**config.mk**
```make
export PLATFORM = sky130hd
export DESIGN_NAME = aes_stream_bridge
export DESIGN_NICKNAME = d
export VERILOG_FILES = /design/src/rtl/aes_stream_bridge_pkg.sv /design/src/rtl/aes_tx_serializer.sv /design/src/rtl/aes_stream_bridge.sv
export SDC_FILE = /design/constraint.sdc
export NUM_CORES = 1
export LEC_CHECK = 0
export BUFFER_PORTS_ARGS = -buffer_cell sky130_fd_sc_hd__buf_4
export CAP_MARGIN = 25
export CELL_PAD_IN_SITES_DETAIL_PLACEMENT = 0
export CELL_PAD_IN_SITES_GLOBAL_PLACEMENT = 1
export CORE_ASPECT_RATIO = 2
export CORE_UTILIZATION = 40
export CTS_CLUSTER_SIZE = 28
export DETAILED_ROUTE_END_ITERATION = 10
export GPL_ROUTABILITY_DRIVEN = 0
export PLACE_DENSITY_LB_ADDON = 0.1
export SKIP_LAST_GASP = 1
export SYNTH_ARGS = -nofsm -noshare
export SYNTH_HDL_FRONTEND = slang
export SYNTH_SLANG_ARGS = --single-unit
```
**constraint.sdc**
```tcl
create_clock -name clk -period 21.5 [get_ports clk]
set_clock_uncertainty 0.2 [all_clocks]
set_input_delay 4.3 -clock clk [delete_from_list [all_inputs] [get_ports clk]]
set_output_delay 4.3 -clock clk [all_outputs]
set_load 0.05 [all_outputs]
```
**src/rtl/aes_stream_bridge_pkg.sv**
```systemverilog
// rtl/aes_stream_bridge_pkg.sv - shared state encodings, size codes and command fields for aes_stream_bridge
package aes_stream_bridge_pkg;

  typedef enum logic [2:0] {
    ST_IDLE = 3'd0,
    ST_KEY  = 3'd1,
    ST_DATA = 3'd2,
    ST_LOAD = 3'd3,
    ST_WAIT = 3'd4,
    ST_SEND = 3'd5
  } state_t;

  localparam logic [1:0] AES_128 = 2'd0;
  localparam logic [1:0] AES_192 = 2'd1;
  localparam logic [1:0] AES_256 = 2'd2;
  localparam logic [1:0] AES_BAD = 2'd3;

  localparam int CMD_DEC_BIT   = 2;
  localparam int CMD_REUSE_BIT = 3;

  localparam logic [5:0] KEY_BYTES_128 = 6'd16;
  localparam logic [5:0] KEY_BYTES_192 = 6'd24;
  localparam logic [5:0] KEY_BYTES_256 = 6'd32;
  localparam logic [5:0] DATA_LAST_IDX = 6'd15;

  // Index of the final key byte for a given size code.
  function automatic logic [5:0] key_last_idx(input logic [1:0] size);
    case (size)
      AES_192: return KEY_BYTES_192 - 6'd1;
      AES_256: return KEY_BYTES_256 - 6'd1;
      default: return KEY_BYTES_128 - 6'd1;
    endcase
  endfunction

endpackage

```
**src/rtl/aes_tx_serializer.sv**
```systemverilog
// rtl/aes_tx_serializer.sv - 128-bit parallel load to MSB-first byte valid/ready stream with done pulse
module aes_tx_serializer (
  input  logic         clk,
  input  logic         rst,
  input  logic         load,
  input  logic [127:0] load_data,
  output logic [7:0]   tx_data,
  output logic         tx_valid,
  input  logic         tx_ready,
  output logic         done
);

  logic [127:0] shreg;
  logic [3:0]   byte_cnt;
  logic         active;

  assign tx_data  = shreg[127:120];
  assign tx_valid = active;
  // done is combinational so the owner FSM can leave SEND on the same edge as the last transfer
  assign done     = active & tx_ready & (byte_cnt == 4'd15);

  // Shift register: load a block, then shift one byte out per accepted transfer
  always_ff @(posedge clk or posedge rst) begin
    if (rst) begin
      shreg    <= '0;
      byte_cnt <= '0;
      active   <= 1'b0;
    end else if (load) begin
      shreg    <= load_data;
      byte_cnt <= '0;
      active   <= 1'b1;
    end else if (active && tx_ready) begin
      shreg    <= {shreg[119:0], 8'h00};
      byte_cnt <= byte_cnt + 4'd1;
      if (byte_cnt == 4'd15) begin
        active <= 1'b0;
      end
    end
  end

endmodule

```
**src/rtl/aes_stream_bridge.sv**
```systemverilog
// rtl/aes_stream_bridge.sv - byte-stream front end for aes_core; optional rx inactivity timeout via AESB_TIMEOUT_EN
module aes_stream_bridge #(
  parameter int TIMEOUT_CYCLES = 1000000
) (
  input  logic         clk,
  input  logic         rst,
  input  logic [7:0]   rx_data,
  input  logic         rx_valid,
  output logic         rx_ready,
  output logic [7:0]   tx_data,
  output logic         tx_valid,
  input  logic         tx_ready,
  output logic         core_load,
  output logic [255:0] core_key,
  output logic [127:0] core_data,
  output logic [1:0]   core_size,
  output logic         core_dec,
  input  logic [127:0] core_result,
  input  logic         core_busy,
  output logic         busy_o,
  output logic         err_o
);

  import aes_stream_bridge_pkg::*;

  state_t     state;
  state_t     state_nxt;
  logic [5:0] cnt;
  logic       rx_fire;
  logic       ser_load;
  logic       ser_done;
  logic       timeout_hit;
  logic [7:0] key_msb;
  logic [6:0] data_msb;

  assign rx_ready  = (state == ST_IDLE) || (state == ST_KEY) || (state == ST_DATA);
  assign rx_fire   = rx_valid & rx_ready;
  assign core_load = (state == ST_LOAD);
  assign busy_o    = (state != ST_IDLE);
  assign key_msb   = 8'd255 - {cnt[4:0], 3'b000};
  assign data_msb  = 7'd127 - {cnt[3:0], 3'b000};

`ifdef AESB_TIMEOUT_EN
  logic [31:0] idle_cnt;
  logic        in_rx_phase;

  assign in_rx_phase = (state == ST_KEY) || (state == ST_DATA);
  assign timeout_hit = in_rx_phase && !rx_fire && (idle_cnt == 32'(TIMEOUT_CYCLES - 1));

  // Count consecutive KEY/DATA cycles without an accepted byte
  always_ff @(posedge clk or posedge rst) begin
    if (rst) begin
      idle_cnt <= '0;
    end else if (in_rx_phase && !rx_fire && !timeout_hit) begin
      idle_cnt <= idle_cnt + 32'd1;
    end else begin
      idle_cnt <= '0;
    end
  end
`else
  logic unused_timeout;

  assign timeout_hit    = 1'b0;
  assign unused_timeout = (TIMEOUT_CYCLES == 0);
`endif

  // State register
  always_ff @(posedge clk or posedge rst) begin
    if (rst) begin
      state <= ST_IDLE;
    end else begin
      state <= state_nxt;
    end
  end

  // Next-state logic and serializer load strobe
  always_comb begin
    state_nxt = state;
    ser_load  = 1'b0;
    case (state)
      ST_IDLE: begin
        if (rx_valid && (rx_data[1:0] != AES_BAD)) begin
          state_nxt = rx_data[CMD_REUSE_BIT] ? ST_DATA : ST_KEY;
        end
      end
      ST_KEY: begin
        if (timeout_hit) begin
          state_nxt = ST_IDLE;
        end else if (rx_valid && (cnt == key_last_idx(core_size))) begin
          state_nxt = ST_DATA;
        end
      end
      ST_DATA: begin
        if (timeout_hit) begin
          state_nxt = ST_IDLE;
        end else if (rx_valid && (cnt == DATA_LAST_IDX)) begin
          state_nxt = ST_LOAD;
        end
      end
      ST_LOAD: begin
        state_nxt = ST_WAIT;
      end
      ST_WAIT: begin
        // cnt is 0 only in the first WAIT cycle, before the core has raised busy
        if ((cnt != 6'd0) && !core_busy) begin
          ser_load  = 1'b1;
          state_nxt = ST_SEND;
        end
      end
      ST_SEND: begin
        if (ser_done) begin
          state_nxt = ST_IDLE;
        end
      end
      default: begin
        state_nxt = ST_IDLE;
      end
    endcase
  end

  // Rx datapath: command decode, key/data byte placement, phase byte counter, error flag
  always_ff @(posedge clk or posedge rst) begin
    if (rst) begin
      cnt       <= '0;
      core_key  <= '0;
      core_data <= '0;
      core_size <= AES_128;
      core_dec  <= 1'b0;
      err_o     <= 1'b0;
    end else begin
      if (state_nxt != state) begin
        cnt <= '0;
      end else if (rx_fire && (state != ST_IDLE)) begin
        cnt <= cnt + 6'd1;
      end else if (state == ST_WAIT) begin
        cnt <= 6'd1;
      end

      case (state)
        ST_IDLE: begin
          if (rx_fire) begin
            if (rx_data[1:0] == AES_BAD) begin
              err_o <= 1'b1;
            end else begin
              err_o     <= 1'b0;
              core_size <= rx_data[1:0];
              core_dec  <= rx_data[CMD_DEC_BIT];
              if (!rx_data[CMD_REUSE_BIT]) begin
                core_key <= '0;
              end
            end
          end
        end
        ST_KEY: begin
          if (rx_fire) begin
            core_key[key_msb -: 8] <= rx_data;
          end
        end
        ST_DATA: begin
          if (rx_fire) begin
            core_data[data_msb -: 8] <= rx_data;
          end
        end
        default: begin
        end
      endcase

      if (timeout_hit) begin
        err_o <= 1'b1;
      end
    end
  end

  aes_tx_serializer u_tx (
    .clk       (clk),
    .rst       (rst),
    .load      (ser_load),
    .load_data (core_result),
    .tx_data   (tx_data),
    .tx_valid  (tx_valid),
    .tx_ready  (tx_ready),
    .done      (ser_done)
  );

endmodule

```
; ---- Word-level counts from Yosys, hierarchy flattened
; Index checks and enable logic that the tools add are counted.
[classes]
addsub = 6
eq_ne = 17
n_shift = 4
muxes = 29
bitwise = 4
n_reduce_logical = 21
[op_table]
columns = op, n
row1 = $mux 256, 4
row2 = $pmux 256 s2, 1
row3 = $shift 8x10->263 const A, 1
row4 = $shiftx 8x10->263, 1
row5 = $bwmux 256, 1
row6 = $mux 128, 2
row7 = $shift 8x9->135 const A, 1
row8 = $shiftx 8x9->135, 1
row9 = $bwmux 128, 1
row10 = $mux 6, 4
row11 = $pmux 3 s6, 1
row12 = $mux 3, 5
row13 = $ne 2x2->1 const B, 5
row14 = $neg 8->10, 1
row15 = $pmux 5 s2, 1
row16 = $neg 7->9, 1
row17 = $mux 4, 2
row18 = $sub 8x8->8 const A, 1
row19 = $sub 7x7->7 const A, 1
row20 = $add 6x1->6 const B, 1
row21 = $eq 3x2->1 const B, 2
row22 = $eq 3x3->1 const B, 2
row23 = $eq 6x4->1 const B, 1
row24 = $eq 6x6->1, 1
row25 = other kinds (20), 39
[totals]
reg_bits = 530
input_bits = 141
output_inout_bits = 400
elab_cells = 91

; ---- Longest topological paths before layout
[depth]
word_depth = 9
depth_mapped = 10
depth_no_buf = 7

; ---- Hierarchy
; From an unflattened synthesis, not the netlist that was laid out.
[unflattened]
hier_cells = 2034
area_unflattened_um2 = 21453.1
[modules_own_cells]
columns = mod, n_inst, cells_per_inst, area_each_um2, seq_area_each_um2
row1 = aes_stream_bridge, 1, 1447, 15396.0, 9934.5
row2 = aes_tx_serializer, 1, 587, 6057.1, 3328.2

; ---- Worst setup path before layout
; OpenSTA, ideal clock, no wires.
[synth_path]
kind = input port to flip-flop
start = in rx_valid
end = reg cnt[4]
setup_time_ns = 0.126
arrival_time_ns = 5.732
required_time_ns = 21.174
slack_ns = 15.442
stages = 6
path_buffers = 1
path_cell_list = buf_4 or4b_4 a21oi_4 a221oi_2 and3_4 a221o_1
[synth_between]
elab_chain_cells = 5
word_cells_on_any_way = 13
classes_between = eq/ne: 1 / mux: 6 / bitwise: 1 / reduce/logical: 5
[synth_lines]
columns = item, line_no
row1 = from (decl), aes_stream_bridge.sv:8  ; input logic rx_valid,
row2 = "$logic_and 1x1->1, on equally long branches", "aes_stream_bridge.sv:96, aes_stream_bridge.sv:82, aes_stream_bridge.sv:89"
row3 = "$mux 3, on equally long branches", "aes_stream_bridge.sv:96, aes_stream_bridge.sv:82, aes_stream_bridge.sv:89"
row4 = $pmux 3 s6, aes_stream_bridge.sv:80  ; case (state)
row5 = $ne 3x3->1, aes_stream_bridge.sv:131  ; if (state_nxt != state) begin
row6 = $reduce_bool 3->1 (no source line) or $mux 6 (tied branches), --
row7 = to (signal assigned), aes_stream_bridge.sv:134  ; cnt <= cnt + 6'd1;
row8 = to (decl), aes_stream_bridge.sv:28  ; logic [5:0] cnt;
; Several ways; a longest one is shown, not always the timed one.
; A chain may end at the register's enable or synchronous reset.

==> results.sh <==
export IMPL_post_cts_buffers=0
export IMPL_cts_root_buf="clkbuf_16"
export IMPL_core_um2=52900
export IMPL_layout_commonest_cell="nand2_1"
export IMPL_die_height_um=329
export IMPL_via_per_inst=5.40
export IMPL_p_seq_frac=0.451
export IMPL_start_kind="primary input"
export IMPL_ant_nets=0
export IMPL_rows=119
export IMPL_clock_sinks=530
export IMPL_dieArea_um2=54600
export IMPL_die_x_um=166
export IMPL_yosys_warnings=0
export IMPL_internal_power_mw=1.85
export IMPL_cts_tree="done"
export IMPL_nNetsFinal=2809
export IMPL_peakVddDrop_mv=0.0731
export IMPL_critPathMaxFanout=180
export IMPL_top_layer="met5"
export IMPL_initial_utilization=0.406
export IMPL_switching_power_uw=919
export IMPL_crit_type="primary input to asynchronous set/reset pin"
export IMPL_hold_violations=0
export IMPL_drive_gt1_frac=0.253
export IMPL_syn_area_per_cell_um2=9.85
export IMPL_syn_area_um2=21400
export IMPL_hold_path_class="flop to flop"
export IMPL_grt_ovfl_total=0
export IMPL_drtPass1Iterations=8
export IMPL_cts_resized=0
export IMPL_slowest_stage="buf_12"
export IMPL_worstPathCellList="buf_4 > inv_8 > buf_16 > buf_4 > buf_16 > buf_12"
export IMPL_endpoint_kind="asynchronous set/reset pin"
export IMPL_maxSlewHeadroom=0.317
export IMPL_cap_violations=0
export IMPL_crit_family="buffers and inverters"
export IMPL_drcViolationCount=42
export IMPL_grt_start_max_net_pins=181
export IMPL_syn_inst=2178
export IMPL_ys_dominant_reg_cell="dfrtp_1"
export IMPL_slowest_delay_ns=0.72
export IMPL_fill_cells=4925
export IMPL_areaGrowthSynthToFinish_pct=29.3
export IMPL_io_pins=541
export IMPL_fin_area_um2=27700
export IMPL_numCtsBuffers=48
export IMPL_synth_cell_types=54
export IMPL_final_max_slew_viol_count=0
export IMPL_met1_length_um=26700
export IMPL_swShare=0.332
export IMPL_cp_data_required_time_ns=21.88
export IMPL_ys_seq_area_frac=0.618
export IMPL_synth_edff_count=0
export IMPL_dpl_worst_slack_ns=14.11
export IMPL_layout_cells_non_filler=3364
export IMPL_grt_pass1_vias=18900
export IMPL_pwr_share_comb=0.218
export IMPL_tightest_slew_ns=1.02
export IMPL_crit_buf_inv=6
export IMPL_grt_pass1_wl_um=117000
export IMPL_critPathArrivalTime_ns=6.76
export IMPL_antenna_found_initial=2
export IMPL_clock_fmax_mhz=157
export IMPL_p_leak_nw=13.5
export IMPL_route_vias_total=18200
export IMPL_dpl_cell_count=3269
export IMPL_power_density_nw_per_um2=99.9
export IMPL_clockPowerShare=0.331
export IMPL_final_setup_viol_count=0
export IMPL_portBuffers=540
export IMPL_routedWlPerCell_um=23.1
export IMPL_track_usage=0.285
export IMPL_timing_final_ws_setup_ns=15.12
export IMPL_dr_wl_met3_um=6030
export IMPL_worstSkewPairLatency_ns=0.60
export IMPL_postCtsHoldBufs=0
export IMPL_place_area_um2=25900
export IMPL_clk_path_buf_depth=3
export IMPL_drt_iter0_markers=1266
export IMPL_wl_met2_um=40900
export IMPL_regArea_um2=13300
export IMPL_grt_setup_unrepaired="false"
export IMPL_violations="DRC"
export IMPL_synth_nets=2327
export IMPL_outcome="complete, but fails checks"
export IMPL_async_flop_share=1.00
export IMPL_clk_pin_slew_ns=0.06
export IMPL_fin_crit_ns=6.38
export IMPL_timing_final_crit_share=0.297
export IMPL_drt_total_wl_um=77900
export IMPL_htreeDepth=2
export IMPL_hold_slack_ns=0.282
export IMPL_multi_input_area_um2=7600
export IMPL_dpl_hpwl_um=57700
export IMPL_final_cell_mix="nand2_1, buf_4, dfrtp_1, o21ai_0, nor2_1"
export IMPL_synth_seq_cells=530
export IMPL_setup_tns_ns=0
flip-flops by register name, indices dropped and copies added, names as in the netlist:
signal	cells
core_data	128
core_size	2
u_tx.tx_valid	1
state	3
core_key	256
err_o	1
cnt	6
u_tx.byte_cnt	4
u_tx.shreg	128
core_dec	1
per-layer routing:
layer | track usage | up-vias
met5 | 0 | -
li1 | - | 8401
met2 | 0.523 | 688
met1 | 0.295 | 8898
met4 | 0.152 | 2
met3 | 0.0765 | 185
area by class of cell:
cell class / instances / share of cell area
Antenna cell: 1 / 0.0000903
Clock buffer: 74 / 0.0530
Clock inverter: 14 / 0.00686
Inverter: 12 / 0.00190
Multi-Input combinational cell: 1509 / 0.274
Sequential cell: 530 / 0.478
Tap cell: 665 / 0.0300
Timing Repair Buffer: 559 / 0.155
cells by family after synthesis:
kind of cell | after synthesis | synth area share
buffers and inverters | 139 | 0.0281
adder cells (fa/ha/maj) | 8 | 0.00467
AO/OA/AOI/OAI | 544 | 0.156
AND/OR/NAND/NOR | 927 | 0.177
XOR/XNOR | 5 | 0.00204
multiplexers | 25 | 0.0131
flip-flops | 530 | 0.618
final timing paths:
path	from	end	slack, ns	cells past startpoint
min in group asynchronous	rst	core_key[16]	3.57	2
max in group clk	state[0]	core_load	15.12	3
max	rst	core_key[167]	15.12	6
max reg2reg	cnt[0]	u_tx.shreg[48]	17.02	7
min	core_data[5]	core_data[5]	0.28	2
min reg2reg	core_data[5]	core_data[5]	0.28	2
worst min-delay path: cells and delay by family, from the launching register on:
kind,cells,cell delay (ns)
AO/OA/AOI/OAI,1,0.06
flip-flops,1,0.34
AND/OR/NAND/NOR,1,0.05
synthesized netlist by cell type (3+ instances only):
| library cell | instances | area share |
|---|---|---|
| o2bb2ai_1 | 8 | 0.0033 |
| mux2_2 | 25 | 0.013 |
| dfrtp_1 | 530 | 0.62 |
| xnor2_1 | 3 | 0.0012 |
| clkbuf_1 | 80 | 0.014 |
| nor2b_1 | 18 | 0.0053 |
| a22o_1 | 90 | 0.037 |
| o21ai_1 | 22 | 0.0051 |
| nor2_1 | 179 | 0.031 |
| nor3_2 | 4 | 0.0019 |
| and3_1 | 10 | 0.0029 |
| and2_0 | 4 | 0.0012 |
| inv_1 | 11 | 0.0019 |
| o21ai_0 | 275 | 0.064 |
| nand2_1 | 603 | 0.11 |
| nand2b_1 | 15 | 0.0044 |
| nand3_1 | 70 | 0.016 |
| buf_4 | 9 | 0.0031 |
| and2_1 | 7 | 0.0020 |
| buf_2 | 31 | 0.0072 |
| a21oi_1 | 8 | 0.0019 |
| ha_1 | 8 | 0.0047 |
| nor3_1 | 3 | 0.00070 |
| nand4_1 | 6 | 0.0018 |
| a31oi_1 | 120 | 0.035 |
| buf_1 | 6 | 0.0010 |
power by group through the flow:
stage	sequential, mW	combinational, mW	clock [mW]
6_report	1.25	0.604	0.916
3_3_place_gp	1.26	0.595	0
5_1_grt	1.27	0.669	0.965
3_5_place_dp	1.26	0.607	0
2_1_floorplan	1.25	0.413	0
4_1_cts	1.25	0.605	0.931
metrics by stage:
step,power (mW),utilization
finish,2.77,0.524
global route,2.90,0.524
CTS,2.79,0.522
detailed placement,1.87,0.490
global placement,1.86,0.490
floorplan,1.67,-
Note: power is estimated with default switching activity, not from simulation.
